`src/rtl/event_encoder_8to3.sv`:
```
// Captures one-cycle event lines into a pending vector and presents them one at a time
// as a binary code behind a valid/ready output register.
module event_encoder_8to3 #(
    parameter int unsigned ROUND_ROBIN = 0
) (
    input  logic       clk,
    input  logic       rst_n,
    input  logic       clr,
    input  logic [7:0] in,
    output logic [2:0] out_code,
    output logic       out_valid,
    input  logic       out_ready,
    output logic [7:0] pending,
    output logic       overflow
);

    logic [7:0] pending_q, pending_d;
    logic [2:0] out_code_q, out_code_d;
    logic       out_valid_q, out_valid_d;
    logic       overflow_q, overflow_d;
    logic [2:0] last_idx_q, last_idx_d;

    logic [2:0] scan_start;
    logic [2:0] cand;
    logic [2:0] sel_idx;
    logic       sel_found;
    logic       out_free;
    logic       load;
    logic [7:0] load_mask;

    // Scan only the registered pending vector; fixed priority always starts at index 0.
    always_comb begin
        scan_start = (ROUND_ROBIN != 0) ? last_idx_q + 3'd1 : 3'd0;
        sel_found  = 1'b0;
        sel_idx    = 3'd0;
        cand       = 3'd0;
        for (int i = 0; i < 8; i++) begin
            cand = scan_start + 3'(i);
            if (!sel_found && pending_q[cand]) begin
                sel_found = 1'b1;
                sel_idx   = cand;
            end
        end
    end

    always_comb begin
        out_free  = !out_valid_q || out_ready;
        load      = out_free && sel_found;
        load_mask = load ? (8'b0000_0001 << sel_idx) : 8'h00;

        // A fresh event on the bit being loaded simply re-arms it without overflow.
        pending_d   = (pending_q & ~load_mask) | in;
        overflow_d  = |(in & pending_q & ~load_mask);
        out_code_d  = load ? sel_idx : out_code_q;
        out_valid_d = out_free ? sel_found : out_valid_q;
        last_idx_d  = load ? sel_idx : last_idx_q;

        if (clr) begin
            pending_d   = 8'h00;
            overflow_d  = 1'b0;
            out_code_d  = out_code_q;
            out_valid_d = 1'b0;
            last_idx_d  = 3'd7;
        end
    end

    always_ff @(posedge clk or negedge rst_n) begin
        if (!rst_n) begin
            pending_q   <= 8'h00;
            out_code_q  <= 3'd0;
            out_valid_q <= 1'b0;
            overflow_q  <= 1'b0;
            last_idx_q  <= 3'd7;
        end else begin
            pending_q   <= pending_d;
            out_code_q  <= out_code_d;
            out_valid_q <= out_valid_d;
            overflow_q  <= overflow_d;
            last_idx_q  <= last_idx_d;
        end
    end

    assign pending   = pending_q;
    assign out_code  = out_code_q;
    assign out_valid = out_valid_q;
    assign overflow  = overflow_q;

`ifndef SYNTHESIS
    // A stalled output must not change under the consumer.
    hold_under_backpressure: assert property (@(posedge clk) disable iff (!rst_n)
        (out_valid && !out_ready && !clr) |=> (out_valid && $stable(out_code)));

    flush_clears_state: assert property (@(posedge clk) disable iff (!rst_n)
        clr |=> (!out_valid && !overflow && pending == 8'h00));
`endif

endmodule

```
`config.mk`:
```
export PLATFORM = sky130hd
export DESIGN_NAME = event_encoder_8to3
export DESIGN_NICKNAME = d
export VERILOG_FILES = /design/src/rtl/event_encoder_8to3.sv
export SDC_FILE = /design/constraint.sdc
export NUM_CORES = 1
export LEC_CHECK = 0
export BUFFER_PORTS_ARGS = -buffer_cell sky130_fd_sc_hd__clkbuf_2
export CAP_MARGIN = 15
export CORE_MARGIN = 5
export CORE_UTILIZATION = 50
export DETAILED_ROUTE_END_ITERATION = 8
export MAX_ROUTING_LAYER = met4
export PLACE_DENSITY = 0.79
export RECOVER_POWER = 100
export SLEW_MARGIN = 20
export SYNTH_ARGS = -nofsm -noshare
export SYNTH_HDL_FRONTEND = slang
export SYNTH_SLANG_ARGS = --single-unit
export TNS_END_PERCENT = 1
```
`constraint.sdc`:
```
create_clock -name clk -period 5.2 [get_ports clk]
set_input_delay 0.26 -clock clk [delete_from_list [all_inputs] [get_ports clk]]
set_output_delay 0.26 -clock clk [all_outputs]
set_load 0.01 [all_outputs]
```
======== Yosys cells after proc, flatten, opt, wreduce, memory -nomap -nowiden ========
Index checks and enable logic that the tools add are counted.
storage, ports and cells
  memories ................................ 0
  memory bits (writable) .................. 0
  word-level logic and storage cells ...... 51
  register bits ........................... 13
  bits in latches ......................... 0
  ROM bits ................................ 0
  bits of input ports ..................... 12
  output and inout bits ................... 13
operators by class
  $add $sub $neg .......................... 0
  magnitude comparators ................... 0
  bitwise operators ....................... 6
  equal/unequal tests ..................... 0
  reductions and logical operators ........ 20
  div/mod/pow operators ................... 0
  muxes and demuxes ....................... 20
  multiply operators ...................... 0
  shift operators ......................... 1
operator list
  kind                                             number
  bitwise AND 8 bit                                3
  2-to-1 mux 8 bit                                 2
  2-to-1 mux 3 bit                                 5
  2-to-1 mux 1 bit                                 12
  logical AND 1 bit                                8
  zero test 1 bit                                  8
  NOT 8 bit                                        1
  bitwise OR 8 bit                                 1
  OR reduction 8 bit                               1
  << shifter 1 x 3 -> 8 bit, first input constant  1
  2-to-1 mux 2 bit                                 1
  AND reduction 2 bit                              1
  nonzero test 2 bit                               1
  logical OR 1 bit                                 1
  NOT 1 bit                                        1

======== Logic depth before layout (Yosys ltp) ========
Gate-level depths: netlist of run 1.
  word-level depth ........................ 28
  mapped depth ............................ 5
  mapped depth without buffers ............ 5

======== Least setup slack after synthesis of run 1 ========
No wires, ideal clock.
  path kind ............................... reg2reg
  start ................................... register pending_q[3] (netlist: pending[3])
  end ..................................... register overflow_q (netlist: overflow)
  cell stages (with the launch flop) ...... 6
  path buffers ............................ 0
  arrival time ............................ 1.595 ns
  setup time .............................. 0.136 ns
  clock period less this slack ............ 1.731 ns
  path slack .............................. 3.469 ns
  path through ............................ dfrtp_1 > nor4_4 > o22ai_1 > a311o_1 > a211oi_2 > o221ai_2
between the ends
  word-level cells in the longest chain between the ends .. 20
  elaborated cells between the ends (all ways) .. 27
  those cells by class .................... 1 x shift; 12 x mux; 3 x bitwise; 11 x reduce/logical
RTL lines
  element                                                                line    source
  start, declared                                                        17      logic [7:0] pending_q, pending_d;
  start signal, assigned                                                 75      pending_q <= pending_d;
  logical AND 1 bit                                                      39      if (!sel_found && pending_q[cand]) begin
  2-to-1 mux 1 bit                                                       39
  zero test 1 bit                                                        39
  logical AND 1 bit                                                      39
  2-to-1 mux 1 bit                                                       39
  zero test 1 bit                                                        39
  logical AND 1 bit                                                      39
  2-to-1 mux 1 bit                                                       39
  [5 not listed]                                                         --
  2-to-1 mux 3 bit / 2-to-1 mux 1 bit (equally long branches)            39
  << shifter 1 x 3 -> 8 bit / logical AND 1 bit (equally long branches)  49, 48
  2-to-1 mux 8 bit                                                       49      load_mask = load ? (8'b0000_0001 << sel_idx) : 8'h00;
  NOT 8 bit                                                              53      overflow_d = |(in & pending_q & ~load_mask);
  bitwise AND 8 bit (*)                                                  53
  OR reduction 8 bit (*)                                                 53
  2-to-1 mux 1 bit (*)                                                   58      if (clr) begin
  named net overflow_d                                                   20      logic overflow_q, overflow_d;
  end signal, assigned                                                   78      overflow_q <= overflow_d;
  end, declared                                                          20
Mark *: on every way through the listed nets, which the timed path passes. The rest lies on a longest branch.
A chain may end at the register's enable or synchronous reset.

======== Worst setup path after layout of run 1 ========
  start ................................... register pending_q[2] (netlist: pending[2])
  end ..................................... register overflow_q (netlist: overflow)
between the ends
  word-level cells in the longest chain between the ends .. 23
  elaborated cells between the ends (all ways) .. 31
  those cells by class .................... 1 x shift; 14 x mux; 3 x bitwise; 13 x reduce/logical
RTL lines
  element                                                                line
  logical AND 1 bit                                                      39
  2-to-1 mux 1 bit                                                       39
  zero test 1 bit                                                        39
  logical AND 1 bit                                                      39
  2-to-1 mux 1 bit                                                       39
  zero test 1 bit                                                        39
  logical AND 1 bit                                                      39
  2-to-1 mux 1 bit                                                       39
  [8 not listed]                                                         --
  2-to-1 mux 3 bit / 2-to-1 mux 1 bit (equally long branches)            39
  << shifter 1 x 3 -> 8 bit / logical AND 1 bit (equally long branches)  49, 48
  2-to-1 mux 8 bit                                                       49
  NOT 8 bit                                                              53
  bitwise AND 8 bit (*)                                                  53
  OR reduction 8 bit (*)                                                 53
  2-to-1 mux 1 bit (*)                                                   58
  named net overflow_d                                                   20
Marked as above.

==> results of run 1 <==
-- cell families after synthesis --
kind of cell | share of synthesized area, %
compound gates | 29.8
simple gates | 20.3
buf+inv | 3.23
flops | 46.7
-- final timing paths --
path,cells past startpoint,start,slack (ns),to
worst min-delay path,3,in[7],0.20,pending[7]
max in group asynchronous,2,rst_n,4.23,pending[2]
worst max-delay path,5,pending[2],2.82,overflow
worst min register to register,1,out_code[2],0.52,out_code[2]
worst max register to register,5,pending[2],2.82,overflow
min in group asynchronous,2,rst_n,0.54,pending[1]
-- worst register-to-register path: stages (launching register included) --
cell      delay, ns
dfrtp_1        0.45
nor4_1         0.86
o22ai_1        0.22
a311o_1        0.36
a211oi_1       0.23
o221ai_2       0.13
-- flip-flops by register name (all words and copies together), names as in the netlist --
name,cells
pending,8
out_code,3
overflow,1
out_valid,1
-- synth_stat cells (2+ instances only) --
| master | n | area [µm²] |
|---|---|---|
| o21ai_0 | 5 | 25.0 |
| a21oi_1 | 10 | 50.1 |
| nor2_1 | 11 | 41.3 |
| nor2b_1 | 2 | 12.5 |
| inv_1 | 5 | 18.8 |
| nor3_1 | 2 | 10.0 |
| nand2_1 | 5 | 18.8 |
| a31oi_1 | 2 | 12.5 |
| dfrtp_1 | 13 | 325 |
-- cell usage in the layout, fill, tap and decap left out --
cell	n
clkbuf_1	15
dfrtp_1	13
nor2_1	11
a21oi_1	10
clkbuf_2	10
inv_1	5
nand2_1	5
o21ai_0	5
clkbuf_4	3
nor4_1	2
nor2b_1	2
a211oi_1	2
nor3_1	2
a31oi_1	2
nand2b_1	1
nand4_1	1
a22o_4	1
and3_1	1
a22oi_1	1
o22ai_1	1
o211a_1	1
a311o_1	1
o21bai_1	1
nand3_1	1
nand3b_1	1
o221ai_2	1
o32a_2	1
o31ai_1	1
a21o_1	1
dlygate4sd3_1	1
-- through the flow --
stage / power [µW] / area, µm² / hold WS [ns] / util (%) / worst slack [ns]
final: 238 / 831 / 0.201 / 63.1 / 2.82
after global routing: 254 / 831 / 0.203 / 63.1 / 2.65
after CTS: 246 / 868 / 0.201 / 65.9 / 3.35
after detailed placement: 183 / 832 / 0.172 / 63.2 / 3.36
after global placement: 181 / 832 / 0.172 / 63.2 / 3.44
after floorplan: 158 / 697 / -0.0356 / - / 3.47
-- cell type report --
cell class	count	area [µm²]
clock buffer	4	26.3
fill	129	487
inverter	5	18.8
multi-input combinational	56	329
sequential	13	325
tap	15	18.8
timing repair buffer	25	113
-- power by group through the flow --
stage | logic [µW] | registers [µW] | clock network (µW)
floorplan | 29.4 | 128 | 0
global placement | 56.8 | 124 | 0
detailed placement | 58.4 | 125 | 0
CTS | 59.2 | 122 | 64.6
global route | 60.2 | 123 | 70.6
finish | 54.4 | 121 | 61.7
-- per-layer routing --
layer | track usage [%] | vias to the layer above | wire length (µm)
met5 | - | - | 0
met4 | 12.7 | 0 | 40
met3 | 2.30 | 5 | 114
met2 | 27.8 | 24 | 784
met1 | 21.7 | 325 | 751
li1 | - | 335 | -
==> summary.txt, run 1 <==
Run status
  • Outcome: completed

Route
  • DRT Pass-1 Iters: 4
  • Vias post-DR: 689
  • WL final: 1690 µm
  • Via/cell ratio: 5.84
  • DRC viols: 0
  • Wirelength per Cell: 14.3 µm
  • Antenna Nets Post-Route: 0
  • DRT iter0 DRCs: 20

Place
  • RD Place Congestion: 0.895
  • DP HPWL: 1330 µm
  • Dpl cells: 113
  • Port bufs: 24

Power
  • Clock network fraction of design power: 26.0%
  • Seq pwr share: 51.1%
  • Maximum vdd drop: 0.000196 V
  • Internal power: 163 µW
  • Comb power frac: 22.9%
  • Switch share: 31.3%
  • PwrDens: 286 nW/µm²
  • Leakage Power: 0.000380 µW
  • P_sw: 74.4 µW

Clocking
  • Worst-Skew Late Latency: 0.28 ns
  • Num CTS Buffers: 3
  • Total of cells resized after clock tree synthesis: 0
  • Post-CTS Setup Inserts: 0
  • H-tree depth: 1
  • Clock transition at path regs: 0.07 ns
  • CTS tree: built
  • Clock tree buffer depth: 2
  • Clk root buf: clkbuf_4
  • Clock Sinks: 13
  • Cts hold-fix bufs: 1

Worst setup path
  • Max stage delay on crit path: 0.86 ns
  • Crit path required time: 5.35 ns
  • CP Capture Type: flip-flop
  • Crit Path Class: flip-flop to flip-flop
  • Crit-path max FO: 8
  • Crit path cell chain: nor4_1, o22ai_1, a311o_1, a211oi_1, o221ai_2
  • Critical path startpoint category: flip-flop
  • Worst Path Buf+Inv: 0
  • Largest delay share family, worst path: compound AO/OA/AOI/OAI gates
  • Slowest stage cell, crit path: nor4_1
  • Crit path DAT: 2.53 ns

Yosys
  • Ys flop type: dfrtp_1
  • Register area share after synthesis: 46.7%
  • Ys async rst share: 100%
  • Mapped Cells: 75
  • Syn. warnings: 0
  • Syn Area/Cell: 9.29 µm²
  • Post-synth cell types: 29
  • Mapped Nets: 87
  • FF+latch count, synth: 13
  • Number of flops mapped to enable cells by yosys: 0
  • Post-synthesis instance area: 697 µm²

Finish
  • Post-Layout Cell Count: 118
  • Synth-to-Final Area Change: 19.2%
  • Fin nets: 116
  • Diodes inserted: 0
  • Share of cells above drive strength 1: 15.5%

Global route
  • Initial antenna violation count: 0
  • Aggregate global-route resource usage: 18.2%
  • Total grt overflow: 0
  • Largest net degree at the start of global routing: 17
  • First-pass GRT wire length: 2720 µm
  • Number of global-route vias before repair: 655

Floorplanning
  • Die height: 47.3 µm
  • Core area: 1320 µm²
  • Rows: 13
  • Initial Util: 52.9%
  • Die area: 2240 µm²
  • IO Count: 25
  • Die W: 47.3 µm

STA
  • Worst-Margin Slew: 0.981 ns
  • Slew margin rel.: 34.0%
  • Post-route minimum period: 2.38 ns
  • Hold Fails Final Rpt: 0
  • # setup viols final: 0
  • Maximum clock rate: 0.421 GHz
  • Tcrit/Tclk final: 45.7%
  • RSZ-0062 raised after global routing: no
  • Max Slew Vio Count: 0
  • Clock Skew: 0.00105 ns
  • Setup tns final: 0 ns

Worst hold path
  • Worst Hold Class: primary input to flip-flop

Flow run
  • Max-Cap Viols: 0
Power figures use the tool's default switching activity.
==> run 2, diff against run 1 <==
- ABC_AREA: unset -> 1
- CORE_ASPECT_RATIO: unset -> 0.8
- CORE_UTILIZATION: 50 -> 44
- PLACE_DENSITY: 0.79 -> 0.72
- clock period: 5.2 -> 2.1 ns (I/O delays scaled with it)
==> summary.txt, run 2 <==
Run status
  • Outcome: completed

Finish
  • Final instance area: 970 µm² (+17%)
  • Diodes inserted: 0 (unchanged)
  • Synth-to-Final Area Change: 17.2%
  • Fin nets: 151 (+30%)
  • Most frequent cells in the layout: nand2_1 (22), inv_1 (17), nor2_1 (17)
  • Post-Layout Cell Count: 162 (+37%)
  • Max FFs per register: 8 (unchanged)
  • Number of fill cells: 211 (+64%)
  • Most common cell after layout, fill and taps aside: nand2_1
  • Share of cells above drive strength 1: 19.6% (+4.0 points)

Worst setup path
  • Worst R2R Setup Slack: 0.37 ns (-2.46 ns)
  • Critical path startpoint: pending[0]
  • R2r startpoint: pending[0]
  • Max stage delay on crit path: 0.46 ns (-0.40 ns)
  • Worst r2r dst: overflow
  • Crit path cell chain: nor2_4, nand2_1, nor2_8, nand3_1, nand3b_1, nand2_1, nand2_1, inv_2, nand3_2, nor2_1, nor2_2
  • Worst Path Buf+Inv: 1 (+1)
  • Crit path DAT: 1.90 ns (-0.63 ns)
  • Critical path startpoint category: flip-flop
  • Most used cell, CP: nand2_1
  • Slowest stage cell, crit path: dfrtp_1
  • Crit-path max FO: 6 (-2)
  • Worst R2R Path Depth: 11 (+6)
  • Largest delay share family, worst path: simple AND/OR/NAND/NOR gates
  • Crit Path Class: flip-flop to flip-flop
  • CP Capture Type: flip-flop
  • Crit path required time: 2.27 ns (-3.08 ns)

Route
  • DRT iter0 DRCs: 18 (-10%)
  • DRT Pass-1 Iters: 5 (+1)
  • DRC viols: 0 (unchanged)
  • Antenna Nets Post-Route: 0 (unchanged)
  • Wirelength per Cell: 11.7 µm (-19%)
  • WL final: 1890 µm (+12%)
  • Vias post-DR: 761 (+10%)
  • Via/cell ratio: 4.70 (-20%)

Floorplanning
  • Initial Util: 45.0% (-7.9 points)
  • Die height: 48.8 µm (+3.1%)
  • Rows: 14 (+1)
  • Core area: 1840 µm² (+40%)
  • Die area: 2850 µm² (+27%)
  • IO Count: 25 (unchanged)
  • Die W: 58.5 µm (+24%)

Global route
  • Number of global-route vias before repair: 722 (+10%)
  • Largest net degree at the start of global routing: 14 (-3)
  • Aggregate global-route resource usage: 14.9% (-3.3 points)
  • Met1 Use GR: 19.4% (-2.3 points)
  • Met2 Use GR: 21.6% (-6.2 points)
  • Total grt overflow: 0 (unchanged)
  • Initial antenna violation count: 0 (unchanged)
  • First-pass GRT wire length: 3170 µm (+17%)
  • M3 GR Usage: 5.82% (+3.5 points)
  • Busiest grt layer: met2

Worst hold path
  • Min-delay src: in[3]
  • Hold depth: 3 (unchanged)
  • WHS Endpoint: pending[3]
  • Worst Hold Class: primary input to flip-flop

Yosys
  • Register area share after synthesis: 39.3% (-7.3 points)
  • FF+latch count, synth: 13 (unchanged)
  • Ys flop type: dfrtp_1
  • Syn Area/Cell: 7.52 µm² (-19%)
  • Share of the synthesized area in the top cell type: 39.3% (-7.3 points)
  • Mapped Cells: 110 (+47%)
  • Post-synth cell types: 20 (-31%)
  • Syn. warnings: 0 (unchanged)
  • Most area-consuming cells after synthesis: dfrtp_1 (39%), nand2_1 (9.1%), inv_1 (7.3%), nor2_1 (7.3%), a21oi_1 (5.4%)
  • Commonest cells in the netlist: nand2_1 (20), inv_1 (16), nor2_1 (16)
  • Number of flops mapped to enable cells by yosys: 0 (unchanged)
  • Post-synthesis instance area: 827 µm² (+19%)
  • Post-synth top area cell: dfrtp_1
  • Ys async rst share: 100% (unchanged)
  • Mapped Nets: 122 (+40%)
  • Most common cell in the netlist: nand2_1

Place
  • Place WS: 0.514 ns (-2.85 ns)
  • RD Place Congestion: 0.858 (-4.1%)
  • DP HPWL: 1500 µm (+12%)
  • DP Area: 973 µm² (+17%)
  • Dpl cells: 157 (+39%)
  • Port bufs: 24 (unchanged)

Clocking
  • Clk root buf: clkbuf_4
  • CTS tree: built
  • Clock Sinks: 13 (unchanged)
  • Worst-Skew Late Latency: 0.28 ns (about the same)
  • H-tree depth: 1 (unchanged)
  • Num CTS Buffers: 3 (unchanged)
  • Clock tree buffer depth: 2 (unchanged)
  • Total of cells resized after clock tree synthesis: 0 (unchanged)
  • Clock transition at path regs: 0.08 ns (about the same)

STA
  • Post-route minimum period: 1.73 ns (-0.643 ns)
  • Max Slew Vio Count: 0 (unchanged)
  • Tcrit/Tclk final: 82.5% (+37 points)
  • Worst-Margin Slew: 0.749 ns (-0.232 ns)
  • Clock Skew: 0.00148 ns (+0.000421 ns)
  • Hold Fails Final Rpt: 0 (unchanged)
  • Slew margin rel.: 50.1% (+16 points)
  • Final setup margin: 0.368 ns (-2.46 ns)
  • Setup tns final: 0 ns (unchanged)
  • Worst Hold Slack: 0.0520 ns (-0.149 ns)
  • Maximum clock rate: 0.577 GHz (+37%)
  • RSZ-0062 raised after global routing: no
  • # setup viols final: 0 (unchanged)

Power
  • PwrDens: 640 nW/µm² (+120%)
  • Maximum vdd drop: 0.000351 V (+78%)
  • Leakage Power: 0.000516 µW (+36%)

Flow run
  • Max-Cap Viols: 0 (unchanged)
run 2: area by class of cell:
class | count | area (µm²) | area share (%)
Sequential cell | 13 | 325 | 33.5
Tap cell | 24 | 30.0 | 3.10
Multi-Input combinational cell | 77 | 404 | 41.7
Inverter | 19 | 71.3 | 7.35
Timing Repair Buffer | 25 | 113 | 11.6
Clock buffer | 4 | 26.3 | 2.71
run 2: per-layer routing:
layer	wire length, µm	vias up
met5	0	-
met3	122	2
met4	11	0
met1	950	335
li1	-	402
met2	804	22
run 2: logic make-up after synthesis:
logic type	share of synthesized area (%)
buffers and inverters	9.08
AND/OR/NAND/NOR	42.4
AO/OA/AOI/OAI	9.23
flip-flops	39.3
run 2: worst min-delay path, delay by kind of cell:
| family | cells | cell delay [ns] |
|---|---|---|
| buf+inv | 1 | 0.09 |
| compound gates | 1 | 0.03 |
| simple gates | 1 | 0.07 |
run 2: how the worst max path moves through the flow:
stage	end	depth (start not counted)
2_1_floorplan	overflow	11
3_3_place_gp	overflow	11
3_5_place_dp	overflow	11
4_1_cts	overflow	11
5_1_grt	overflow	11
6_report	overflow	11
run 2: report_power, final:
group / switching (µW) / internal (µW) / leakage (µW)
logic: 104 / 57.8 / 0.000337
registers: 24.7 / 274 / 0.000164
clock network: 85.9 / 73.8 / 0.0000150
total: 214 / 406 / 0.000516
run 2: through the flow:
| stage | power (µW) | utilization, % |
|---|---|---|
| 5_1_grt | 670 | 52.7 |
| 4_1_cts | 643 | 54.9 |
| 3_5_place_dp | 480 | 52.9 |
| 2_1_floorplan | 417 | - |
| 3_3_place_gp | 477 | 52.9 |
| 6_report | 620 | 52.7 |
run 2: what timing repair did:
action / 4_1_cts / 5_1_grt
hold buffers: 1 / 0
hold endpoints to repair: 13 / 0
buffers inserted: 0 / 0
setup endpoints to repair: 0 / 0
